===== src/rtl/hilo_unit.sv =====
// HI/LO register unit: issues multiplies to an external sequential unsigned
// multiplier, applies signed fix-up, and serves MTHI/MTLO/MFHI/MFLO. Optional MADDU via HILO_MADD_EN.
module hilo_unit (
    input  logic        i_sys_clock,
    input  logic        i_sys_reset,
    input  logic        i_hilo_op_valid,
    input  logic [2:0]  i_hilo_op,
    input  logic [31:0] i_hilo_rs,
    input  logic [31:0] i_hilo_rt,
    output logic        o_hilo_stall,
    output logic [31:0] o_hilo_rdata,
    output logic        o_hilo_rdata_valid,
    output logic        o_mult_start,
    output logic [31:0] o_mult_a,
    output logic [31:0] o_mult_b,
    input  logic        i_mult_done,
    input  logic [31:0] i_mult_hi,
    input  logic [31:0] i_mult_lo
);

    localparam int unsigned DATA_W = 32;
    localparam int unsigned PROD_W = 64;
    localparam int unsigned OP_W   = 3;

    localparam logic [OP_W-1:0] OP_NOP   = OP_W'(0);
    localparam logic [OP_W-1:0] OP_MULTU = OP_W'(1);
    localparam logic [OP_W-1:0] OP_MULT  = OP_W'(2);
    localparam logic [OP_W-1:0] OP_MTHI  = OP_W'(3);
    localparam logic [OP_W-1:0] OP_MTLO  = OP_W'(4);
    localparam logic [OP_W-1:0] OP_MFHI  = OP_W'(5);
    localparam logic [OP_W-1:0] OP_MFLO  = OP_W'(6);
    localparam logic [OP_W-1:0] OP_MADDU = OP_W'(7);

    typedef enum logic [1:0] {
        ST_IDLE  = 2'd0,
        ST_START = 2'd1,
        ST_BUSY  = 2'd2,
        ST_FIX   = 2'd3
    } state_t;

    state_t              state_q, state_d;
    logic [DATA_W-1:0]   hi_q, hi_d, lo_q, lo_d;
    logic [DATA_W-1:0]   a_q, a_d, b_q, b_d;
    logic [PROD_W-1:0]   prod_q, prod_d;
    logic [PROD_W-1:0]   fix_res;
    logic                neg_q, neg_d;
    logic                start_q;
    logic                op_active;
    logic                accept;
    logic                rd_valid;
`ifdef HILO_MADD_EN
    logic                madd_q, madd_d;
`endif

    // Two's-complement magnitude; 0x80000000 maps to itself, read as unsigned 2^31.
    function automatic logic [DATA_W-1:0] mag(input logic [DATA_W-1:0] v);
        return v[DATA_W-1] ? (~v + DATA_W'(1)) : v;
    endfunction

    // Reset gates the decode so stall and read-valid are low during reset.
    always_comb begin
        op_active = i_hilo_op_valid && (i_hilo_op != OP_NOP) && !i_sys_reset;
`ifndef HILO_MADD_EN
        if (i_hilo_op == OP_MADDU) begin
            op_active = 1'b0;
        end
`endif
        accept   = op_active && (state_q == ST_IDLE);
        rd_valid = accept && ((i_hilo_op == OP_MFHI) || (i_hilo_op == OP_MFLO));
    end

    assign o_hilo_stall       = op_active && (state_q != ST_IDLE);
    assign o_hilo_rdata_valid = rd_valid;
    assign o_hilo_rdata       = !rd_valid ? DATA_W'(0) :
                                (i_hilo_op == OP_MFHI) ? hi_q : lo_q;
    assign o_mult_start       = start_q;
    assign o_mult_a           = a_q;
    assign o_mult_b           = b_q;

    // Next-state and register update logic.
    always_comb begin
        state_d = state_q;
        hi_d    = hi_q;
        lo_d    = lo_q;
        a_d     = a_q;
        b_d     = b_q;
        prod_d  = prod_q;
        neg_d   = neg_q;
        fix_res = neg_q ? (~prod_q + PROD_W'(1)) : prod_q;
`ifdef HILO_MADD_EN
        madd_d  = madd_q;
        if (madd_q) begin
            fix_res = {hi_q, lo_q} + prod_q;
        end
`endif
        case (state_q)
            ST_IDLE: begin
                if (accept) begin
                    case (i_hilo_op)
                        OP_MULTU: begin
                            a_d     = i_hilo_rs;
                            b_d     = i_hilo_rt;
                            neg_d   = 1'b0;
`ifdef HILO_MADD_EN
                            madd_d  = 1'b0;
`endif
                            state_d = ST_START;
                        end
                        OP_MULT: begin
                            a_d     = mag(i_hilo_rs);
                            b_d     = mag(i_hilo_rt);
                            neg_d   = i_hilo_rs[DATA_W-1] ^ i_hilo_rt[DATA_W-1];
`ifdef HILO_MADD_EN
                            madd_d  = 1'b0;
`endif
                            state_d = ST_START;
                        end
`ifdef HILO_MADD_EN
                        OP_MADDU: begin
                            a_d     = i_hilo_rs;
                            b_d     = i_hilo_rt;
                            neg_d   = 1'b0;
                            madd_d  = 1'b1;
                            state_d = ST_START;
                        end
`endif
                        OP_MTHI: hi_d = i_hilo_rs;
                        OP_MTLO: lo_d = i_hilo_rs;
                        default: ;
                    endcase
                end
            end
            ST_START: state_d = ST_BUSY;
            ST_BUSY: begin
                if (i_mult_done) begin
                    prod_d  = {i_mult_hi, i_mult_lo};
                    state_d = ST_FIX;
                end
            end
            ST_FIX: begin
                hi_d    = fix_res[PROD_W-1:DATA_W];
                lo_d    = fix_res[DATA_W-1:0];
                state_d = ST_IDLE;
            end
            default: state_d = ST_IDLE;
        endcase
    end

    always_ff @(posedge i_sys_clock or posedge i_sys_reset) begin
        if (i_sys_reset) begin
            state_q <= ST_IDLE;
            hi_q    <= '0;
            lo_q    <= '0;
            a_q     <= '0;
            b_q     <= '0;
            prod_q  <= '0;
            neg_q   <= 1'b0;
            start_q <= 1'b0;
`ifdef HILO_MADD_EN
            madd_q  <= 1'b0;
`endif
        end else begin
            state_q <= state_d;
            hi_q    <= hi_d;
            lo_q    <= lo_d;
            a_q     <= a_d;
            b_q     <= b_d;
            prod_q  <= prod_d;
            neg_q   <= neg_d;
            start_q <= (state_d == ST_START);
`ifdef HILO_MADD_EN
            madd_q  <= madd_d;
`endif
        end
    end

endmodule

===== config.mk =====
export PLATFORM = sky130hd
export DESIGN_NAME = hilo_unit
export DESIGN_NICKNAME = d
export VERILOG_FILES = /design/src/rtl/hilo_unit.sv
export SDC_FILE = /design/constraint.sdc
export NUM_CORES = 1
export LEC_CHECK = 0
export CORE_ASPECT_RATIO = 0.8
export CORE_MARGIN = 2
export CORE_UTILIZATION = 50
export CTS_CLUSTER_SIZE = 10
export DETAILED_ROUTE_END_ITERATION = 12
export PLACE_DENSITY = 0.79
export RECOVER_POWER = 100
export SKIP_CTS_REPAIR_TIMING = 1
export SYNTH_ARGS = -nofsm -noshare
export SYNTH_HDL_FRONTEND = slang
export SYNTH_SLANG_ARGS = --single-unit

===== constraint.sdc =====
create_clock -name i_sys_clock -period 8.71 [get_ports i_sys_clock]
set_input_delay 1.742 -clock i_sys_clock [delete_from_list [all_inputs] [get_ports i_sys_clock]]
set_output_delay 1.742 -clock i_sys_clock [all_outputs]
set_load 0.03 [all_outputs]

# [Word level (Yosys, flattened, before mapping)]
# Cells that the tools add are included.
[classes] n_addsub=3 eq_ne=14 mux=19 n_bitwise=4 n_reduce_logical=17
[op_table] op="$mux W32" count=8
[op_table] op="$pmux W32 S2" count=4
[op_table] op="$add A32 B1 Y32 const B" count=2
[op_table] op="$add A64 B1 Y64 const B" count=1
[op_table] op="$mux W64" count=1
[op_table] op="$not A32 Y32" count=2
[op_table] op="$not A64 Y64" count=1
[op_table] op="$eq A3 B3 Y1 const B" count=4
[op_table] op="$reduce_and A3 Y1" count=3
[op_table] op="$pmux W2 S4" count=1
[op_table] op="$eq A3 B2 Y1 const B" count=2
[op_table] op="$mux W2" count=3
[op_table] op="$reduce_bool A2 Y1" count=3
[op_table] op="$logic_and A1 B1 Y1" count=5
[op_table] op="$eq A2 B1 Y1 const B" count=2
[op_table] op="$eq A2 B2 Y1 const B" count=2
[op_table] op="$ne A2 B1 Y1 const B" count=2
[op_table] op="$eq A3 B1 Y1 const B" count=1
[op_table] op="$reduce_bool A3 Y1" count=1
[op_table] op="$logic_not A2 Y1" count=1
[op_table] op="$ne A2 B2 Y1 const B" count=1
[op_table] op="$pmux W1 S2" count=1
[op_table] op="$reduce_and A2 Y1" count=1
[op_table] op="$reduce_or A2 Y1" count=1
[op_table] op="other kinds (4)" count=4
[word_totals] register_bits=196 in_bits=135 output_inout_bits=99

# [Logic depth before layout (Yosys ltp)]
# Gate-level depths: netlist of the first run.
[logic_depth] depth_word=8 ltp_mapped=10 ltp_nobuf=8

# [Worst setup path after synthesis of the first run]
# No wires, ideal clock.
[synth_path] path_kind="input port to output port" from="in i_hilo_op[2]" to="out o_hilo_stall" arrival_ns=3.210 required_ns=6.968 slack_ns=3.758 stages=4 path_cell_list="clkbuf_1 > or3_1 > nand2_1 > nor4b_1"
[synth_via] elab_chain_len=5
[synth_rtl] item="start, declared" line="7" rtl="input logic [2:0] i_hilo_op,"
[synth_rtl] item="$reduce_bool A3 Y1" line="62" rtl="op_active = i_hilo_op_valid && (i_hilo_op != OP_NOP) && !i_sys_reset;"
[synth_rtl] item="$logic_and A1 B1 Y1 (2 in series)" line="62"
[synth_rtl] item="$mux W1 (*)" line="64" rtl="if (i_hilo_op == OP_MADDU) begin"
[synth_rtl] item="$logic_and A1 B1 Y1 (*)" line="72" rtl="assign o_hilo_stall = op_active && (state_q != ST_IDLE);"
[synth_rtl] item="end, declared" line="10" rtl="output logic o_hilo_stall,"
# Mark *: on every way between the ends. The rest lies on a longest branch, timed or not.

# [Worst setup path after layout of the first run]
[layout_path] from="in i_hilo_op[0]" to="out o_hilo_rdata[0]"
[layout_via] elab_chain_len=7
[layout_rtl] item="$reduce_bool A3 Y1" line="62"
[layout_rtl] item="$logic_and A1 B1 Y1 (2 in series)" line="62"
[layout_rtl] item="$mux W1" line="64"
[layout_rtl] item="$logic_and A1 B1 Y1" line="68" rtl="accept = op_active && (state_q == ST_IDLE);"
[layout_rtl] item="$logic_and A1 B1 Y1" line="69" rtl="rd_valid = accept && ((i_hilo_op == OP_MFHI) || (i_hilo_op == OP_MFLO));"
[layout_rtl] item="$mux W32 (*)" line="74" rtl="assign o_hilo_rdata = !rd_valid ? DATA_W'(0) :"
[layout_rtl] item="end, declared" line="11" rtl="output logic [31:0] o_hilo_rdata,"
# Marked as above.

==> flow_metrics.py, run 1 <==
metrics = {
    "logic_synthesis": {
        "syn_area_sq_um": 11030,
        "synth.avg_cell_area_sq_um": 9.220,
        "ys_seq_elements": 196,
        "synth-edff-count": 0,
        "synth_top_area_share_pct": 44.48,
        "async_flop_share_pct": 100.0,
        "synth_largest_area_cell": "dfrtp_1",
        "ys_top_cells_by_area": "dfrtp_1 44%, mux2_2 7.1%, nand2_1 6.4%",
        "ys.warnings.count": 0,
        "ys_seq_area_share_pct": 44.48,
        "synthCells": 1196,
        "ys.flop_type": "dfrtp_1",
        "syn-num-nets": 1338,
        "ys_types": 51,
    },
    "floorplan": {
        "core_area_sq_um": 21620,
        "die_area_sq_um": 23270,
        "pin_count": 234,
        "chipHeight_um": 136.8,
        "start_util_pct": 51.00,
        "fp.dieW_um": 170.0,
        "num_rows": 48,
    },
    "grt": {
        "antenna_found_initial": 0,
        "first_global_vias": 9556,
        "grt.overflow.total": 0,
        "grtUsageTotal_pct": 31.10,
        "grt_start_max_net_pins": 124,
        "grt_pass1_wl_um": 54700,
    },
    "placed_design": {
        "dpl.hpwl_um": 26090,
        "gp_congestion": 0.9204,
        "portBuffers": 233,
    },
    "routing": {
        "drt_first_pass_iters": 6,
        "wl_um": 36140,
        "drc": 0,
        "wl_per_cell_um": 21.60,
        "routed_via_density": 6.093,
        "vias": 10190,
        "drt_iter0_markers": 1036,
        "postRouteAntennaNets": 0,
    },
    "sta": {
        "clock.fmax_ghz": 0.1458,
        "fin_skew_ps": 8.233,
        "min_period_ps": 6861,
        "slew_viol_final": 328,
        "finalSetupTns_ps": 0,
        "maxSlewHeadroom_pct": -202.4,
        "rsz0062_at_grt": "false",
        "finalSetupViolations": 0,
        "timing.final.crit_share_pct": 78.77,
        "hold_violations": 0,
        "tightest_slew_ps": 4536,
    },
    "worst_setup_path": {
        "required_ps": 6970,
        "end_kind": "primary output",
        "cp_data_arrival_time_ps": 5120,
        "setup.worst_path.start_class": "input port",
        "path_max_fanout": 18,
        "setup.worst_path.class": "input port to primary output",
    },
    "layout": {
        "num-fill-cells": 1744,
        "mostFrequentLayoutCells": "196 x dfrtp_1, 188 x nand2_1, 132 x clkdlybuf4s50_1",
        "nets": 1530,
        "regArea_sq_um": 4905,
        "layout_commonest_cell": "dfrtp_1",
        "layout-drive-gt1-share_pct": 8.655,
        "area_growth_pct": 28.43,
        "multi_input_area_sq_um": 5801,
        "antenna_cells": 0,
    },
    "power_and_ir_drop": {
        "power_mw": 4.907,
        "powerDensity_nw_per_um2": 346.5,
        "irDropWorstVdd_uv": 181.5,
        "leakage_nw": 5.881,
    },
    "run_status": {
        "status": "complete, but fails checks",
        "violations": "max-capacitance violations, max-slew violations",
    },
    "run": {
        "maxCapViolations": 4,
    },
    "cts": {
        "clkSinkCount": 196,
        "cts_buffers": 17,
        "insertion_delay_ps": 430,
        "clk_pin_slew_ps": 70,
        "cts_tree": "built",
        "clockRootBuffer": "clkbuf_16",
        "cts_max_path_buffers": 2,
        "htreeDepth": 4,
    },
    "hold_path": {
        "hp-class": "flop to flop",
    },
}
[cell usage after synthesis (all sizes together), types with 3 or more instances]
cell,number
dfrtp,196
nand2,189
o21ai,123
a21oi,83
xor2,71
mux2,70
clkbuf,68
nor2,64
xnor2,48
o31ai,27
or3,25
o41ai,24
nor3,22
mux2i,17
or4,17
inv,16
nand3,15
o22ai,14
nor4,13
a211oi,11
a21o,11
a221oi,9
ha,7
nand4,6
and2,5
or2,5
a31oi,4
and4b,4
buf,4
nand3b,4
nand2b,3
nor2b,3
nor3b,3
[stage by stage]
step	area [sq um]	hold WS, ps	setup slack [ps]	std cells	util, %
after global placement	13550	459.7	2338	1644	62.65
after floorplan	11030	448.8	1627	1196	-
after global routing	14160	500.0	1410	1673	65.50
after CTS	14200	479.4	2303	1673	65.67
final	14160	472.7	1849	1673	65.50
after detailed placement	13550	461.9	2320	1644	62.65
[area by class of cell]
type / count / share of cell area (%)
flip-flops and latches: 196 / 34.63
inverters: 16 / 0.4241
repair buffers: 245 / 16.94
multi-input cells: 912 / 40.96
clock buffers: 18 / 3.030
well taps: 275 / 2.430
clock inverters: 11 / 1.581
[worst max-delay path, cell delays in order]
cell and delay [ps]:
dlygate4sd3_1 650, xnor2_1 310, nor2_1 70, nand2_1 560, clkbuf_1 770, a21oi_1 230
dlygate4sd3_1 770
[sequential cells by signal, indices dropped and copies added (netlist names)]
register / cells
hi_q: 32
lo_q: 32
neg_q: 1
o_mult_a: 32
o_mult_b: 32
o_mult_start: 1
prod_q: 64
state_q: 2
[layer usage]
metal / share of wire (%) / up-vias / global-route usage [%] / routed length, um
li1: - / 4638 / - / -
met1: 43 / 4914 / 44.46 / 15490
met2: 43 / 554 / 45.33 / 15460
met3: 11 / 87 / 7.981 / 3855
met4: 3.7 / 0 / 12.35 / 1332
met5: 0 / - / 0 / 0
[where the power goes]
part,switching (mW),internal (mW),total [mW]
combinational,1.31,0.889,2.20
clock,0.361,0.538,0.900
sequential,0.451,1.36,1.81
total,2.12,2.79,4.91
[path summary, 6_finish.rpt]
path	endpoint	cells after the start	from	slack, ps
worst max register to register	o_mult_a[2]	6	state_q[0]	3360
worst min register to register	o_mult_b[31]	2	o_mult_b[31]	470
worst max-delay path	o_hilo_rdata[0]	7	i_hilo_op[0]	1850
max in group asynchronous	prod_q[30]	3	i_sys_reset	2500
min in group asynchronous	o_mult_a[18]	2	i_sys_reset	3490
worst min-delay path	o_mult_b[31]	2	o_mult_b[31]	470
[cells by family (layout without fill, tap and decap cells)]
kind of cell | Yosys count | in the layout | synth area share (%)
adder cells (fa/ha/maj) | 7 | 7 | 0.7942
AND/OR/NAND/NOR | 388 | 388 | 16.57
AO/OA/AOI/OAI | 311 | 311 | 17.01
buffers and inverters | 88 | 290 | 3.007
flip-flops | 196 | 196 | 44.48
XOR/XNOR | 119 | 119 | 9.452
multiplexers | 87 | 87 | 8.692
No activity file was read; power rests on OpenSTA's default activity.
==> run 2, diff against run 1 <==
==> constraint.sdc (replaced) <==
create_clock -name i_sys_clock -period 7.1 [get_ports i_sys_clock]
set_input_delay 1.42 -clock i_sys_clock [delete_from_list [all_inputs] [get_ports i_sys_clock]]
set_output_delay 1.42 -clock i_sys_clock [all_outputs]
set_load 0.03 [all_outputs]
==> flow_metrics.py, run 2 (synthesized netlist as in run 1, its figures left out) <==
metrics = {
    "worst_setup_path": {
        "rr_worst_depth": 6,
        "cp_data_arrival_time_ps": 4750,
        "crit_chain": "dlygate4sd3_1, nand3b_1, nor2_1, nand2_1, clkbuf_1, a21oi_1, dlygate4sd3_1",
        "setup.worst_path.class": "input port to primary output",
        "cp_top_family": "buffers and inverters",
        "end_kind": "primary output",
        "path_max_fanout": 18,
        "crit_top_cell": "dlygate4sd3_1",
        "r2r_slack_ps": 2060,
        "critPathMaxStageDelay_ps": 800,
        "setup.worst_path.start_class": "input port",
        "worstReg2RegEnd": "o_mult_b[21]",
        "rr_startpoint": "state_q[0]",
        "crit_cells": 7,
        "required_ps": 5680,
        "critPathBufInv": 3,
        "crit_slowest_cell": "dlygate4sd3_1",
    },
    "sta": {
        "rsz0062_at_grt": "false",
        "maxSlewHeadroom_pct": -123.7,
        "tightest_slew_ps": 3356,
        "finalSetupViolations": 0,
        "fin_skew_ps": 15.01,
        "finalSetupTns_ps": 0,
        "min_period_ps": 6169,
        "slew_viol_final": 379,
        "hold_violations": 0,
        "timing.final.crit_share_pct": 86.88,
        "clock.fmax_ghz": 0.1621,
    },
    "placed_design": {
        "dpl.hpwl_um": 25930,
        "gp_congestion": 0.9224,
        "portBuffers": 233,
    },
    "cts": {
        "cts_max_path_buffers": 2,
        "clockRootBuffer": "clkbuf_16",
        "cts_tree": "built",
        "cts_buffers": 17,
        "clkSinkCount": 196,
        "clk_pin_slew_ps": 80,
        "htreeDepth": 4,
        "insertion_delay_ps": 440,
    },
    "run_status": {
        "status": "complete, but fails checks",
        "violations": "max-capacitance violations, max-slew violations",
    },
    "run": {
        "maxCapViolations": 5,
    },
    "floorplan": {
        "pin_count": 234,
        "start_util_pct": 51.00,
        "fp.dieW_um": 170.0,
        "chipHeight_um": 136.8,
        "num_rows": 48,
        "core_area_sq_um": 21620,
        "die_area_sq_um": 23270,
    },
    "routing": {
        "dr_wl_met3_um": 3838,
        "wl_met2_um": 15440,
        "wl_um": 35590,
        "postRouteAntennaNets": 0,
        "drt_iter0_markers": 1091,
        "dr.max_layer_used": "met4",
        "routed_via_density": 6.066,
        "drc": 0,
        "vias": 10170,
        "drt_first_pass_iters": 6,
        "wl_per_cell_um": 21.23,
        "wl_met1_um": 15410,
    },
    "layout": {
        "layout-drive-gt1-share_pct": 8.994,
        "mostFrequentLayoutCells": "196 x dfrtp_1, 188 x nand2_1, 132 x clkdlybuf4s50_1",
        "antenna_cells": 0,
        "top_register": "prod_q",
        "area_growth_pct": 27.83,
        "nets": 1530,
        "largest_reg_flops": 64,
        "layout_commonest_cell": "dfrtp_1",
    },
    "power_and_ir_drop": {
        "irDropWorstVdd_uv": 186.4,
        "leakage_nw": 5.857,
        "p_seq_share_pct": 37.9,
        "intPower_mw": 3.246,
        "power.switching_mw": 2.606,
        "swShare_pct": 44.53,
        "pwr-share-comb_pct": 45.5,
        "pwr-share-clk_pct": 16.6,
        "powerDensity_nw_per_um2": 415.1,
        "power_mw": 5.852,
    },
    "hold_path": {
        "hp-class": "flop to flop",
        "hp-start": "o_mult_b[31]",
        "hold_end": "o_mult_b[31]",
        "min_path_cells": 2,
    },
    "grt": {
        "grt_pass1_wl_um": 54010,
        "grt.overflow.total": 0,
        "first_global_vias": 9447,
        "antenna_found_initial": 2,
        "grt_start_max_net_pins": 133,
        "grtUsageTotal_pct": 30.52,
    },
}
run 2: cell count changes in the layout (fill, tap and decap cells not counted):
cell / before / now
inv_8: 1 / 2
clkbuf_1: 7 / 5
inv_6: 2 / 8
clkbuf_8: 0 / 2
clkinvlp_4: 2 / 1
clkinv_2: 0 / 1
bufinv_16: 6 / 0
or3_2: 1 / 0
clkinv_8: 0 / 2
inv_1: 16 / 15
or3_1: 24 / 25
clkbuf_2: 0 / 1
run 2: worst max path at each step:
stage | from | endpoint | slack (ps)
finish | i_sys_reset | o_hilo_rdata[0] | 930
global route | i_sys_reset | o_hilo_rdata[0] | 780
CTS | i_sys_reset | o_hilo_rdata[0] | 1300
detailed placement | i_sys_reset | o_hilo_rdata[0] | 1310
global placement | i_sys_reset | o_hilo_rdata[0] | 1380
floorplan | i_sys_reset | hi_q[0] | 340
run 2: layout make-up:
cell class / count / area (sq um)
fill: 1776 / 7525
multi-input combinational: 912 / 5799
inverter: 16 / 63.81
clock buffer: 19 / 452.9
tap: 275 / 344.1
sequential: 196 / 4905
timing repair buffer: 245 / 2401
clock inverter: 13 / 130.1
run 2: tightest hold or removal path: stages, from the launching register on:
cell     delay, ps
dfrtp_1        340
nand2_1         50
nand2_1         50
run 2: routing by layer:
metal  vias to the layer above  global-route usage, %
li1                       4663                      -
met1                      4897                  44.69
met2                       550                  45.31
met3                        57                  6.738
met4                         0                  9.402
met5                         -                      0
run 2: through the flow:
step                      instance area, sq um  utilization [%]  setup WS (ps)  cells  hold WS (ps)
after floorplan                          11030                -          339.4   1196         448.8
after global placement                   13550            62.65           1377   1644         460.2
after detailed placement                 13550            62.65           1312   1644         461.5
after CTS                                14130            65.35           1303   1676         480.5
after global routing                     14100            65.20          782.1   1676         501.0
final                                    14100            65.20          931.3   1676         473.0
run 2: power by group through the flow:
stage                     clock (mW)  combinational, mW  sequential [mW]
after detailed placement           0               2.68             2.22
after floorplan                    0               1.43             2.36
final                          0.973               2.66             2.22
after global routing            1.03               2.87             2.27
after global placement             0               2.61             2.21
after CTS                      0.978               2.69             2.20
